==> config.mk <==
export PLATFORM = sky130hd
export DESIGN_NAME = seq_store
export DESIGN_NICKNAME = d
export VERILOG_FILES = /design/src/rtl/seq_store.sv
export SDC_FILE = /design/constraint.sdc
export NUM_CORES = 1
export LEC_CHECK = 0
export CORE_MARGIN = 1.5
export CORE_UTILIZATION = 30
export DETAILED_ROUTE_END_ITERATION = 8
export HOLD_SLACK_MARGIN = 0.03
export PLACE_DENSITY = 0.47
export SYNTH_ARGS = -nofsm -noshare
export SYNTH_HDL_FRONTEND = slang
export SYNTH_SLANG_ARGS = --single-unit
export TNS_END_PERCENT = 10
==> constraint.sdc <==
create_clock -name clk -period 2.6 [get_ports clk]
set_clock_uncertainty 0.15 [all_clocks]
set_input_delay 0.39 -clock clk [delete_from_list [all_inputs] [get_ports clk]]
set_output_delay 0.39 -clock clk [all_outputs]
set_load 0.05 [all_outputs]
==> src/rtl/seq_store.sv <==
// Colour sequence store for the Genius game: appends one colour per round and plays the sequence on four LEDs.
// Optional replay input is enabled by defining SEQ_STORE_REPLAY_EN.
module seq_store #(
  parameter int DATA_WIDTH = 8,
  parameter int MAX_LEN    = 32,
  parameter int ON_CYCLES  = 50000000,
  parameter int OFF_CYCLES = 25000000
) (
  input  logic                         clk,
  input  logic                         rst_n,
  input  logic [DATA_WIDTH-1:0]        rnd_in,
  input  logic                         start_round,
  input  logic                         clear,
`ifdef SEQ_STORE_REPLAY_EN
  input  logic                         replay,
`endif
  input  logic [$clog2(MAX_LEN)-1:0]   rd_idx,
  output logic [1:0]                   rd_color,
  output logic [$clog2(MAX_LEN+1)-1:0] seq_len,
  output logic [3:0]                   led_onehot,
  output logic                         busy,
  output logic                         done,
  output logic                         full
);

  localparam int IW   = $clog2(MAX_LEN);
  localparam int LW   = $clog2(MAX_LEN + 1);
  localparam int TMAX = (ON_CYCLES > OFF_CYCLES) ? ON_CYCLES : OFF_CYCLES;
  localparam int TW   = $clog2(TMAX + 1);

  localparam logic [TW-1:0] ON_LAST  = TW'(ON_CYCLES - 1);
  localparam logic [TW-1:0] OFF_LAST = TW'(OFF_CYCLES - 1);
  localparam logic [LW-1:0] LEN_MAX  = LW'(MAX_LEN);

  typedef enum logic [1:0] {
    IDLE     = 2'd0,
    APPEND   = 2'd1,
    SHOW_ON  = 2'd2,
    SHOW_OFF = 2'd3
  } state_t;

  state_t          state_r;
  state_t          next_s;
  logic [TW-1:0]   timer_r;
  logic [IW-1:0]   idx_r;
  logic [LW-1:0]   seq_len_r;
  logic            done_r;
  logic [1:0]      mem_r [MAX_LEN];

  logic            full_s;
  logic            last_s;
  logic            wr_en_s;
  logic            replay_ok_s;
  logic [3:0]      led_s;
  logic            busy_s;
  logic            unused_s;

  function automatic logic [3:0] color_onehot(input logic [1:0] c);
    case (c)
      2'd0:    color_onehot = 4'b0001;
      2'd1:    color_onehot = 4'b0010;
      2'd2:    color_onehot = 4'b0100;
      2'd3:    color_onehot = 4'b1000;
      default: color_onehot = 4'b0000;
    endcase
  endfunction

  assign full_s   = (seq_len_r == LEN_MAX);
  assign last_s   = (LW'(idx_r) == (seq_len_r - LW'(1)));
  assign wr_en_s  = (state_r == APPEND) && !full_s && !clear;
  assign unused_s = ^rnd_in[DATA_WIDTH-1:2];

`ifdef SEQ_STORE_REPLAY_EN
  assign replay_ok_s = replay && (seq_len_r != {LW{1'b0}});
`else
  assign replay_ok_s = 1'b0;
`endif

  // State register
  always_ff @(posedge clk or negedge rst_n) begin
    if (!rst_n) begin
      state_r <= IDLE;
    end else begin
      state_r <= next_s;
    end
  end

  // Next-state logic; clear overrides every transition
  always_comb begin
    next_s = state_r;
    case (state_r)
      IDLE: begin
        if (start_round) begin
          next_s = APPEND;
        end else if (replay_ok_s) begin
          next_s = SHOW_ON;
        end else begin
          next_s = IDLE;
        end
      end
      APPEND: begin
        next_s = SHOW_ON;
      end
      SHOW_ON: begin
        if (timer_r == ON_LAST) begin
          next_s = SHOW_OFF;
        end else begin
          next_s = SHOW_ON;
        end
      end
      SHOW_OFF: begin
        if (timer_r != OFF_LAST) begin
          next_s = SHOW_OFF;
        end else if (last_s) begin
          next_s = IDLE;
        end else begin
          next_s = SHOW_ON;
        end
      end
      default: begin
        next_s = IDLE;
      end
    endcase
    if (clear) begin
      next_s = IDLE;
    end else begin
      next_s = next_s;
    end
  end

  // Phase timer restarts on every state change
  always_ff @(posedge clk or negedge rst_n) begin
    if (!rst_n) begin
      timer_r <= {TW{1'b0}};
    end else if (clear || (next_s != state_r)) begin
      timer_r <= {TW{1'b0}};
    end else if ((state_r == SHOW_ON) || (state_r == SHOW_OFF)) begin
      timer_r <= timer_r + TW'(1);
    end else begin
      timer_r <= {TW{1'b0}};
    end
  end

  // Playback index: held at zero outside playback, advances after each dark gap
  always_ff @(posedge clk or negedge rst_n) begin
    if (!rst_n) begin
      idx_r <= {IW{1'b0}};
    end else if (clear || (state_r == IDLE) || (state_r == APPEND)) begin
      idx_r <= {IW{1'b0}};
    end else if ((state_r == SHOW_OFF) && (timer_r == OFF_LAST) && !last_s) begin
      idx_r <= idx_r + IW'(1);
    end else begin
      idx_r <= idx_r;
    end
  end

  // Sequence length and end-of-playback pulse
  always_ff @(posedge clk or negedge rst_n) begin
    if (!rst_n) begin
      seq_len_r <= {LW{1'b0}};
      done_r    <= 1'b0;
    end else begin
      if (clear) begin
        seq_len_r <= {LW{1'b0}};
      end else if (wr_en_s) begin
        seq_len_r <= seq_len_r + LW'(1);
      end else begin
        seq_len_r <= seq_len_r;
      end
      done_r <= !clear && (state_r == SHOW_OFF) && (next_s == IDLE);
    end
  end

  // Colour buffer; contents survive reset by design
  always_ff @(posedge clk) begin
    if (wr_en_s) begin
      mem_r[seq_len_r[IW-1:0]] <= rnd_in[1:0];
    end
  end

  // LED drive and busy decode from registered state
  always_comb begin
    led_s  = 4'b0000;
    busy_s = 1'b0;
    if (state_r == SHOW_ON) begin
      led_s = color_onehot(mem_r[idx_r]);
    end else begin
      led_s = 4'b0000;
    end
    if (state_r != IDLE) begin
      busy_s = 1'b1;
    end else begin
      busy_s = 1'b0;
    end
  end

  assign rd_color   = mem_r[rd_idx];
  assign seq_len    = seq_len_r;
  assign led_onehot = led_s;
  assign busy       = busy_s;
  assign done       = done_r;
  assign full       = full_s;

endmodule

==> impl_metrics.env <==
export IMPL_synth_area_um2=5460
export IMPL_intPower_w=0.00264
export IMPL_power_density_nw_per_um2=516
export IMPL_muxShareOfSynthArea_pct=17.0
export IMPL_seq_area_frac_synth_pct=53.5
export IMPL_post_drt_wl_per_cell_um=18.1
export IMPL_drv_slew=0
export IMPL_drive_above_1_share_pct=25.4
export IMPL_total_power_w=0.00348
export IMPL_start_util_pct=30.5
export IMPL_p_switching_w=0.000837
export IMPL_switching_share_pct=24.1
export IMPL_critPathKind="flop to output port"
export IMPL_clock_path_buffers=2
export IMPL_crit_chain="buf_12, mux4_2, mux4_2, mux2i_4, buf_4, and3_4, buf_12"
export IMPL_insertion_delay_ns=0.35
export IMPL_p_comb_share_pct=7.6
export IMPL_first_pass_iters=4
export IMPL_max_freq_mhz=313
export IMPL_synth_nets=463
export IMPL_core_area_um2=17900
export IMPL_synth_compound_area_share_pct=3.07
export IMPL_grt_ovfl_total=0
export IMPL_nets=525
export IMPL_arrival_ns=2.66
export IMPL_hold_worst_slack_ns=0.0406
export IMPL_synth_seq_cells=104
export IMPL_drcViolationCount=0
export IMPL_root_buffer="clkbuf_16"
export IMPL_synth_cell_type_count=45
export IMPL_die_h_um=138
export IMPL_clock_sinks=104
export IMPL_cts_tree="done"
export IMPL_finalHoldViolations=0
export IMPL_wirelength_um=13300
export IMPL_antenna_cells=0
export IMPL_worstMarginPinSlew_ns=0.968
export IMPL_synth_cells=440
export IMPL_seqPwrFrac_pct=50.8
export IMPL_final_util_pct=37.6
export IMPL_power_leakage_nw=2.24
export IMPL_h_tree_depth=3
export IMPL_slew_headroom_pct=35.5
export IMPL_track_usage_pct=14.9
export IMPL_violations="negative setup slack"
export IMPL_ios=32
export IMPL_fp_row_count=49
export IMPL_antenna_found_initial=0
export IMPL_hp_class="primary input to async pin"
export IMPL_syn2layout_area_growth_pct=23.3
export IMPL_drt_iter0_drc=274
export IMPL_synth_edf_count=64
export IMPL_fill_cells=1736
export IMPL_die_area_um2=19000
export IMPL_ant_nets=0
export IMPL_via_per_inst=5.04
export IMPL_synthTopCellsByArea="edfxtp_1 35%, dfrtp_1 18%, mux4_2 14%"
export IMPL_clk_pin_slew_worst_paths_ns=0.07
export IMPL_die_w_um=138
export IMPL_clock_power_share_pct=41.6
export IMPL_yosysWarnings=0
export IMPL_portBuffers=25
export IMPL_crit_path_top_delay_cell="mux4_2"
export IMPL_period_minus_slack_ns=3.20
export IMPL_cp_required_ns=2.06
export IMPL_synth_adder_area_share_pct=1.37
export IMPL_fin_ws_ns=-0.599
export IMPL_synthArstFlopShare_pct=38.5
export IMPL_drv_cap=0
export IMPL_yosys_area_share_simple_pct=17.1
export IMPL_crit_fanout=6
export IMPL_synth_area_leader_cell="edfxtp_1"
export IMPL_gp_congestion=0.832
export IMPL_outcome="finished, violations left"
export IMPL_setup_viol=6
export IMPL_cts_buffers=9
export IMPL_worstSetupEndpointType="output port"
export IMPL_synth_top_family_by_area="simple AND/OR/NAND/NOR gates"
export IMPL_synthFlopType="edfxtp_1"
export IMPL_syn_area_per_cell_um2=12.4
export IMPL_grt_max_degree=41
export IMPL_period_share_pct=123
export IMPL_vias=3708
export IMPL_cpPeakStageDelay_ns=0.53
export IMPL_synth_xor_area_share_pct=5.45
export IMPL_grt_pass1_wl_um=21200
export IMPL_rsz0062_at_grt="true"
export IMPL_yosysTopAreaCellShare_pct=35.2
export IMPL_dp_hpwl_um=9010
export IMPL_cp_start_kind="flop"
export IMPL_grt_pass1_vias=3704
export IMPL_cts_hold_buf=0
export IMPL_vdd_ir_drop_max_mv=0.306
==> cell families after synthesis <==
family / after synthesis
compound gates: 22
xor+xnor: 34
fa+ha+maj: 6
buf+inv: 34
flops: 104
mux: 50
simple gates: 190
==> cell usage after synthesis (2+ instances only) <==
| master | number |
|---|---|
| mux4_2 | 34 |
| nand2b_1 | 8 |
| or3_1 | 2 |
| nor2b_1 | 8 |
| mux2_2 | 2 |
| nand3_1 | 20 |
| xnor2_1 | 28 |
| a31oi_1 | 4 |
| buf_2 | 7 |
| xor2_1 | 6 |
| o211ai_1 | 3 |
| and3_1 | 6 |
| a21oi_1 | 5 |
| nor4_1 | 9 |
| or3b_2 | 2 |
| edfxtp_1 | 64 |
| clkbuf_1 | 12 |
| a211oi_1 | 4 |
| or4_4 | 2 |
| nand2_1 | 27 |
| nor2_1 | 75 |
| nor3_1 | 14 |
| mux2i_1 | 14 |
| dfrtp_1 | 40 |
| nand4_1 | 5 |
| inv_1 | 10 |
| buf_1 | 4 |
| nand3b_1 | 3 |
| ha_1 | 6 |
==> layout by cell type (no fill, tap or decap), types with 13 or more instances in the layout <==
cell type	synthesis	routed
dfrtp_1	40	38
mux4_2	34	34
buf_4	1	45
nand3_1	20	20
xnor2_1	28	28
edfxtp_1	64	64
nand2_1	27	27
nor2_1	75	75
clkdlybuf4s50_1	0	15
mux2i_1	14	13
==> power by group through the flow <==
stage          clock network [W]  logic, W  registers [W]
2_1_floorplan                  0  0.000144        0.00181
3_3_place_gp                   0  0.000258        0.00180
3_5_place_dp                   0  0.000262        0.00180
4_1_cts                  0.00148  0.000267        0.00177
5_1_grt                  0.00154  0.000284        0.00177
6_report                 0.00145  0.000263        0.00177
==> registers in the layout, indices dropped and copies added, names as in the netlist <==
register  cells
mem_r        64
state_r       2
timer_r      26
idx_r         5
done          1
seq_len       6
==> stage by stage <==
stage / std cells / area, µm² / worst slack [ns] / TNS (ns)
3_3_place_gp: 717 / 6360 / -0.520 / -2.66
3_5_place_dp: 717 / 6360 / -0.538 / -2.75
4_1_cts: 736 / 6730 / -0.606 / -2.73
5_1_grt: 736 / 6740 / -0.641 / -2.90
2_1_floorplan: 440 / 5500 / -0.265 / -1.26
6_report: 736 / 6740 / -0.599 / -2.61
==> worst paths after layout <==
check                      startpoint            end  cells after the start  slack (ns)
max reg2reg                timer_r[0]       idx_r[4]                      6        0.18
min reg2reg                timer_r[0]     timer_r[0]                      1        0.37
max                          idx_r[0]  led_onehot[2]                      7       -0.60
min in group clk           timer_r[0]     timer_r[0]                      1        0.37
min                             rst_n    timer_r[23]                      1        0.04
max in group asynchronous       rst_n       idx_r[0]                      1        1.54
==> cell type report <==
class                      instances  area [µm²]  area share (%)
multi-input combinational        302        2450            36.4
sequential                       104        2930            43.5
clock buffer                       9         225            3.34
inverter                          10        37.5           0.557
timing repair buffer              75         721            10.7
tap                              229         287            4.25
clock inverter                     7        87.6            1.30
==> metal layers <==
metal | routed length, µm | GRT usage [%] | vias up
met4 | 192 | 5.61 | 0
met5 | 0 | 0 | -
li1 | - | - | 1744
met2 | 6230 | 23.1 | 85
met3 | 576 | 2.92 | 15
met1 | 6330 | 20.8 | 1864
==> worst max-delay path: cells and delay by family (launching register included) <==
family	cells	cell delay (ns)
and+or+nand+nor	1	0.18
buffers and inverters	3	0.43
muxes	3	1.19
DFF	1	0.50
==> timing repair <==
action	4_1_cts	5_1_grt
buffers inserted	3	0
pin swaps	1	0
setup endpoints to repair	6	6
resized for setup	9	3
Power figures use the tool's default switching activity.
